File: src/rtl/core_div.sv
// core_div: multi-cycle restoring radix-2 divider, signed/unsigned, one quotient bit per clock.
// Optional: define CORE_DIV_ZERO_TRAP_EN to bypass the iteration for a zero divisor.
`default_nettype none

module core_div #(
  parameter int W = 32
) (
  input  logic         clk,
  input  logic         rst_n,
  input  logic         start_i,
  input  logic         sig_i,
  input  logic [W-1:0] a_i,
  input  logic [W-1:0] b_i,
  output logic [W-1:0] q_o,
  output logic [W-1:0] r_o,
  output logic         z_o,
  output logic         n_o,
  output logic         div_zero_o,
  output logic         busy_o,
  output logic         rdy_o
);

  localparam int CW = $clog2(W + 1);

  typedef enum logic [1:0] {
    S_IDLE = 2'd0,
    S_RUN  = 2'd1,
    S_FIX  = 2'd2
  } state_t;

  state_t         state_q;
  logic [CW-1:0]  cnt_q;
  logic [W-1:0]   rem_q;
  logic [W-1:0]   dvd_q;
  logic [W-1:0]   dvs_q;
  logic [W-1:0]   a_raw_q;
  logic           sign_q_q;
  logic           sign_r_q;
  logic           bzero_q;

  logic [W-1:0]   a_mag_d;
  logic [W-1:0]   b_mag_d;
  logic [W:0]     rem_sh_d;
  logic           ge_d;
  logic [W:0]     rem_nx_d;
  logic [W-1:0]   q_fix_d;
  logic [W-1:0]   r_fix_d;

  // The remainder register never exceeds the divisor, so only the shifted trial value needs W+1 bits.
  always_comb begin
    a_mag_d  = (sig_i && a_i[W-1]) ? -a_i : a_i;
    b_mag_d  = (sig_i && b_i[W-1]) ? -b_i : b_i;
    rem_sh_d = {rem_q, dvd_q[W-1]};
    ge_d     = (rem_sh_d >= {1'b0, dvs_q});
    rem_nx_d = ge_d ? (rem_sh_d - {1'b0, dvs_q}) : rem_sh_d;
    q_fix_d  = bzero_q ? {W{1'b1}} : (sign_q_q ? -dvd_q : dvd_q);
    r_fix_d  = bzero_q ? a_raw_q   : (sign_r_q ? -rem_q : rem_q);
  end

  always_ff @(posedge clk or negedge rst_n) begin
    if (!rst_n) begin
      state_q    <= S_IDLE;
      cnt_q      <= '0;
      rem_q      <= '0;
      dvd_q      <= '0;
      dvs_q      <= '0;
      a_raw_q    <= '0;
      sign_q_q   <= 1'b0;
      sign_r_q   <= 1'b0;
      bzero_q    <= 1'b0;
      q_o        <= '0;
      r_o        <= '0;
      z_o        <= 1'b1;
      n_o        <= 1'b0;
      div_zero_o <= 1'b0;
      busy_o     <= 1'b0;
      rdy_o      <= 1'b0;
    end else begin
      rdy_o <= 1'b0;
      case (state_q)
        S_IDLE: begin
          if (start_i) begin
            a_raw_q  <= a_i;
            dvd_q    <= a_mag_d;
            dvs_q    <= b_mag_d;
            rem_q    <= '0;
            cnt_q    <= CW'(W);
            sign_q_q <= sig_i & (a_i[W-1] ^ b_i[W-1]);
            sign_r_q <= sig_i & a_i[W-1];
            bzero_q  <= (b_i == '0);
            busy_o   <= 1'b1;
`ifdef CORE_DIV_ZERO_TRAP_EN
            state_q  <= (b_i == '0) ? S_FIX : S_RUN;
`else
            state_q  <= S_RUN;
`endif
          end
        end
        S_RUN: begin
          rem_q <= rem_nx_d[W-1:0];
          dvd_q <= {dvd_q[W-2:0], ge_d};
          cnt_q <= cnt_q - 1'b1;
          if (cnt_q == CW'(1)) state_q <= S_FIX;
        end
        S_FIX: begin
          q_o        <= q_fix_d;
          r_o        <= r_fix_d;
          z_o        <= (q_fix_d == '0);
          n_o        <= q_fix_d[W-1];
          div_zero_o <= bzero_q;
          rdy_o      <= 1'b1;
          busy_o     <= 1'b0;
          state_q    <= S_IDLE;
        end
        default: state_q <= S_IDLE;
      endcase
    end
  end

endmodule

`default_nettype wire

File: config.mk
export PLATFORM = sky130hd
export DESIGN_NAME = core_div
export DESIGN_NICKNAME = d
export VERILOG_FILES = /design/src/rtl/core_div.sv
export SDC_FILE = /design/constraint.sdc
export NUM_CORES = 1
export LEC_CHECK = 0
export BUFFER_PORTS_ARGS = -buffer_cell sky130_fd_sc_hd__buf_2
export CORE_UTILIZATION = 26
export CTS_CLUSTER_DIAMETER = 200
export DETAILED_ROUTE_END_ITERATION = 12
export GPL_ROUTABILITY_DRIVEN = 0
export PLACE_DENSITY = 0.53
export RECOVER_POWER = 25
export SLEW_MARGIN = 20
export SYNTH_ARGS = -nofsm -noshare
export SYNTH_HDL_FRONTEND = slang
export SYNTH_SLANG_ARGS = --single-unit
File: constraint.sdc
create_clock -name clk -period 6.2 [get_ports clk]
set_clock_uncertainty 0.05 [all_clocks]
set_input_delay 0 -clock clk [delete_from_list [all_inputs] [get_ports clk]]
set_output_delay 0 -clock clk [all_outputs]
set_load 0.05 [all_outputs]
Yosys cells after proc, flatten, opt, wreduce, memory -nomap -nowiden
Index checks and enable logic that the tools add are counted.
{"block": "op_classes", "add_sub_neg": 6, "n_lt_le_gt_ge": 1, "n_eq_ne": 5, "muxes": 19, "bitwise_logic": 3, "reduce_logical": 11}
{"cell": "$mux W32", "n": 9}
{"cell": "$neg A32 Y32", "n": 4}
{"cell": "$pmux W32 S2", "n": 2}
{"cell": "$logic_not A32 Y1", "n": 2}
{"cell": "$ge A33 B32 Y1", "n": 1}
{"cell": "$sub A32 B32 Y32", "n": 1}
{"cell": "$pmux W6 S2", "n": 1}
{"cell": "$reduce_and A2 Y1", "n": 4}
{"cell": "$eq A6 B1 Y1 const B", "n": 1}
{"cell": "$mux W6", "n": 1}
{"cell": "$sub A6 B1 Y6 const B", "n": 1}
{"cell": "$mux W2", "n": 2}
{"cell": "$ne A2 B2 Y1 const B", "n": 2}
{"cell": "$pmux W2 S2", "n": 1}
{"cell": "$reduce_bool A2 Y1", "n": 2}
{"cell": "$and A1 B1 Y1", "n": 2}
{"cell": "$eq A2 B1 Y1 const B", "n": 1}
{"cell": "$eq A2 B2 Y1 const B", "n": 1}
{"cell": "$logic_and A1 B1 Y1", "n": 2}
{"cell": "$logic_not A2 Y1", "n": 1}
{"cell": "$mux W1", "n": 2}
{"cell": "$pmux W1 S2", "n": 1}
{"cell": "$xor A1 B1 Y1", "n": 1}
{"block": "totals", "regBits": 208, "input_bits": 68, "output_inout_bits": 69}

Logic depth before layout (Yosys ltp)
{"block": "depth", "ltp_word": 4, "ltp_mapped": 14, "ltp_nobuf": 13}

Worst setup path before layout
OpenSTA, ideal clock, no wires.
{"block": "synth_timing", "kind": "register -> register", "startpoint": "register rem_q[10]", "endpoint": "register rem_q[1]", "setup_time_ns": 0.135, "t_arrival_ns": 2.736, "slack_ns": 3.280, "path_stages_with_launch": 12, "path_buffers": 2, "period_less_slack_ns": 2.920, "path_cell_list": "dfrtp_1 > ha_1 > a21oi_1 > o211ai_1 > a21oi_1 > a31oi_1 > a221oi_1 > a21o_1 > buf_2 > buf_2 > mux2i_1 > o22ai_1"}
{"block": "synth_between", "elab_chain_len": 3}
{"element": "start: declaration", "line_no": "33", "source": "logic [W-1:0] rem_q;"}
{"element": "start signal: assignment", "line_no": "100", "source": "rem_q <= rem_nx_d[W-1:0];"}
{"element": "$ge A33 B32 Y1", "line_no": "54", "source": "ge_d = (rem_sh_d >= {1'b0, dvs_q});"}
{"element": "$mux W32", "line_no": "55", "source": "rem_nx_d = ge_d ? (rem_sh_d - {1'b0, dvs_q}) : rem_sh_d;"}
{"element": "$pmux W32 S2", "line_no": "80", "source": "case (state_q)"}
No other way between the ends.
A chain may end at the register's enable or synchronous reset.

Worst setup path after layout
{"block": "layout_timing", "startpoint": "register sign_q_q", "endpoint": "register z_o"}
{"block": "layout_between", "elab_chain_len": 3}
{"element": "start: declaration", "line_no": "37", "source": "logic sign_q_q;"}
{"element": "start signal: assignment", "line_no": "88", "source": "sign_q_q <= sig_i & (a_i[W-1] ^ b_i[W-1]);"}
{"element": "$mux W32 (2 in a row)", "line_no": "56", "source": "q_fix_d = bzero_q ? {W{1'b1}} : (sign_q_q ? -dvd_q : dvd_q);"}
{"element": "$logic_not A32 Y1", "line_no": "108", "source": "z_o <= (q_fix_d == '0);"}
{"element": "end signal: assignment", "line_no": "108"}
{"element": "end: declaration", "line_no": "16", "source": "output logic z_o,"}
No other way between the ends.

==> metrics.yaml <==
worst_setup_path:
  cp_max_fo: 31
  critPathRequiredTime_ps: 6630
  end_kind: "flip-flop"
  crit_type: "flip-flop to flip-flop"
  arrival_ps: 4150
  critical_path.startpoint_type: "flip-flop"
synthesis:
  syn_area_um2: 13000
  yosysMostFrequentCell: "nand2_1"
  syn_inst: 1558
  synth_warnings: 0
  synthFlopType: "dfrtp_1"
  synth_edf_count: 0
  synthTopCellsByCount: "nand2_1 (256), dfrtp_1 (206), o21ai_0 (179), nor2_1 (122), a21oi_1 (112)"
  avgSynthCellArea_um2: 8.36
  yosysSeqAreaShare: 0.398
  syn_nets: 1665
  synth_area_leaders: "dfrtp_1 (40%), nand2_1 (7.4%), o21ai_0 (6.9%), xor2_1 (5.1%), xnor2_1 (4.6%)"
  synth_seq_cells: 207
  ys_types: 80
  synth_top_area_cell: "dfrtp_1"
  async_flop_share: 1.00
  synth_top_area_frac: 0.396
timing:
  finalSetupViolCount: 0
  tightest_slew_ps: 1030
  clock.fmax_ghz: 0.269
  final_min_period_over_clock_period: 0.600
  drv_slew: 0
  grt_setup_unrepaired: "false"
  fin_crit_ps: 3720
  fin_tns_setup_ps: 0
  slew_headroom: 0.313
  finalHoldViolations: 0
  whs_ps: 43.0
flow_run:
  drv_cap: 0
clocking:
  cts_hold_buf: 86
  cts_tree: "done"
  clk_latency_ps: 560
  post_cts.repair.setup_buffers: 0
  clock_path_buffers: 3
  ctsResizeCount: 0
  cts_root_buf: "clkbuf_16"
  htreeDepth: 1
  clkTransAtPathRegs_ps: 60
  cts_sinks: 207
  numCtsBuffers: 27
floorplan:
  die_h_um: 226
  start_util: 0.265
  die_x_um: 226
  coreArea_um2: 49200
  io_pins: 137
  rows: 81
  die_area_um2: 51000
grt:
  grt_pass1_vias: 11300
  grt_max_degree: 91
  use_met1: 0.224
  grt_pass1_wl_um: 64100
  antenna_found_initial: 1
  grt_use_total: 0.157
  met2_usage: 0.247
  top_usage_layer: "met2"
  grt_overflow: 0
  use_met3: 0.0215
power_and_ir_drop:
  leakagePower_nw: 6.89
  powerDensity_nw_per_um2: 598
  vdd_drop_max_uv: 265
placement:
  dp_cells: 2279
  portBuffers: 136
  dpl.hpwl_um: 29500
finish:
  final.fill_count: 5212
  drive_gt1_frac: 0.110
  final_cells: 2415
  final-seq-area_um2: 5180
  finalNetCount: 1837
  areaGrowthSynthToFinish_pct: 23.0
  multi_input_area_um2: 7310
detailed_routing:
  drt.antenna.violating_nets: 0
  vias: 11700
  drc: 0
  drt_pre_antenna_iters: 5
  routed_via_density: 4.86
  drt-initial-drc-count: 778
  routed_wl_um: 40300
  avgRoutedWirePerCell_um: 16.7
hold_path:
  hp-class: "input pin to asynchronous set/reset pin"
outcome:
  status: "completed"
registers in the layout (all words and copies together) (netlist names):
signal and flops:
div_zero_o 1, r_o 32, bzero_q 1, state_q 2
sign_q_q 1, q_o 32, z_o 1, dvd_q 32
busy_o 1, a_raw_q 32, cnt_q 6, dvs_q 32
rem_q 32, rdy_o 1, sign_r_q 1
per-stage QoR:
step	utilization	cell area, um^2	setup slack, ps	total power [W]
6_report	0.326	16000	2480	0.00959
3_3_place_gp	0.291	14300	2660	0.00789
2_1_floorplan	-	13000	3280	0.00655
3_5_place_dp	0.291	14300	2620	0.00797
5_1_grt	0.326	16000	2360	0.0104
4_1_cts	0.327	16100	2620	0.00965
layer usage:
layer | part of all wire | wire [um] | vias up
met2 | 0.44 | 17900 | 285
met5 | 0 | 0 | -
met4 | 0.020 | 802 | 0
met3 | 0.049 | 1970 | 51
met1 | 0.49 | 19600 | 5559
li1 | - | - | 5838
worst paths after layout:
kind,cells after the start,slack [ps],end,start
worst max-delay path,9,2480,z_o,sign_q_q
worst min-delay path,2,40,r_o[0],rst_n
worst max register to register,9,2480,z_o,sign_q_q
worst min register to register,2,420,r_o[3],r_o[3]
max in group asynchronous,3,4710,rem_q[1],rst_n
min in group clk,4,210,a_raw_q[30],a_i[30]
where the power goes:
part | total (W) | switching [W] | internal (W)
clock network | 0.00158 | 0.000628 | 0.000950
registers | 0.00268 | 0.000714 | 0.00197
logic | 0.00533 | 0.00335 | 0.00198
cell families (layout without fill, tap and decap cells):
group	Yosys count	after routing	share of synthesized area
AND/OR/NAND/NOR	541	541	0.195
AO/OA/AOI/OAI	469	469	0.220
flip-flops	207	207	0.398
buffers and inverters	147	339	0.0440
XOR/XNOR	145	145	0.0975
adder cells (fa/ha/maj)	39	39	0.0380
multiplexers	10	10	0.00778
other	0	1	0
layout by cell type (no fill, tap or decap), drive strengths merged, types with 29 or more instances in the layout:
master,synthesis,layout
nor2,124,124
xnor2,69,69
a21oi,112,112
inv,57,59
dfrtp,206,206
o31ai,29,29
buf,16,113
clkbuf,73,67
nand2,256,256
dlygate4sd3,0,86
xor2,76,76
o21ai,186,186
ha,38,38
cell type report:
class,instances,area share
Clock buffer,34,0.0451
Multi-Input combinational cell,1204,0.456
Clock inverter,15,0.0106
Antenna cell,1,0.000156
Timing Repair Buffer,232,0.0989
Inverter,58,0.0136
Tap cell,664,0.0519
Sequential cell,207,0.323
critical path, stage by stage, from the launching register on:
cell	delay, ps
dfrtp_1	1020
clkinv_1	600
nor2_1	250
xnor2_1	190
nand4_1	130
nor4b_1	330
nand4_1	140
nor4bb_1	540
nand4_1	180
o31ai_2	200
Note: power is estimated with default switching activity, not from simulation.
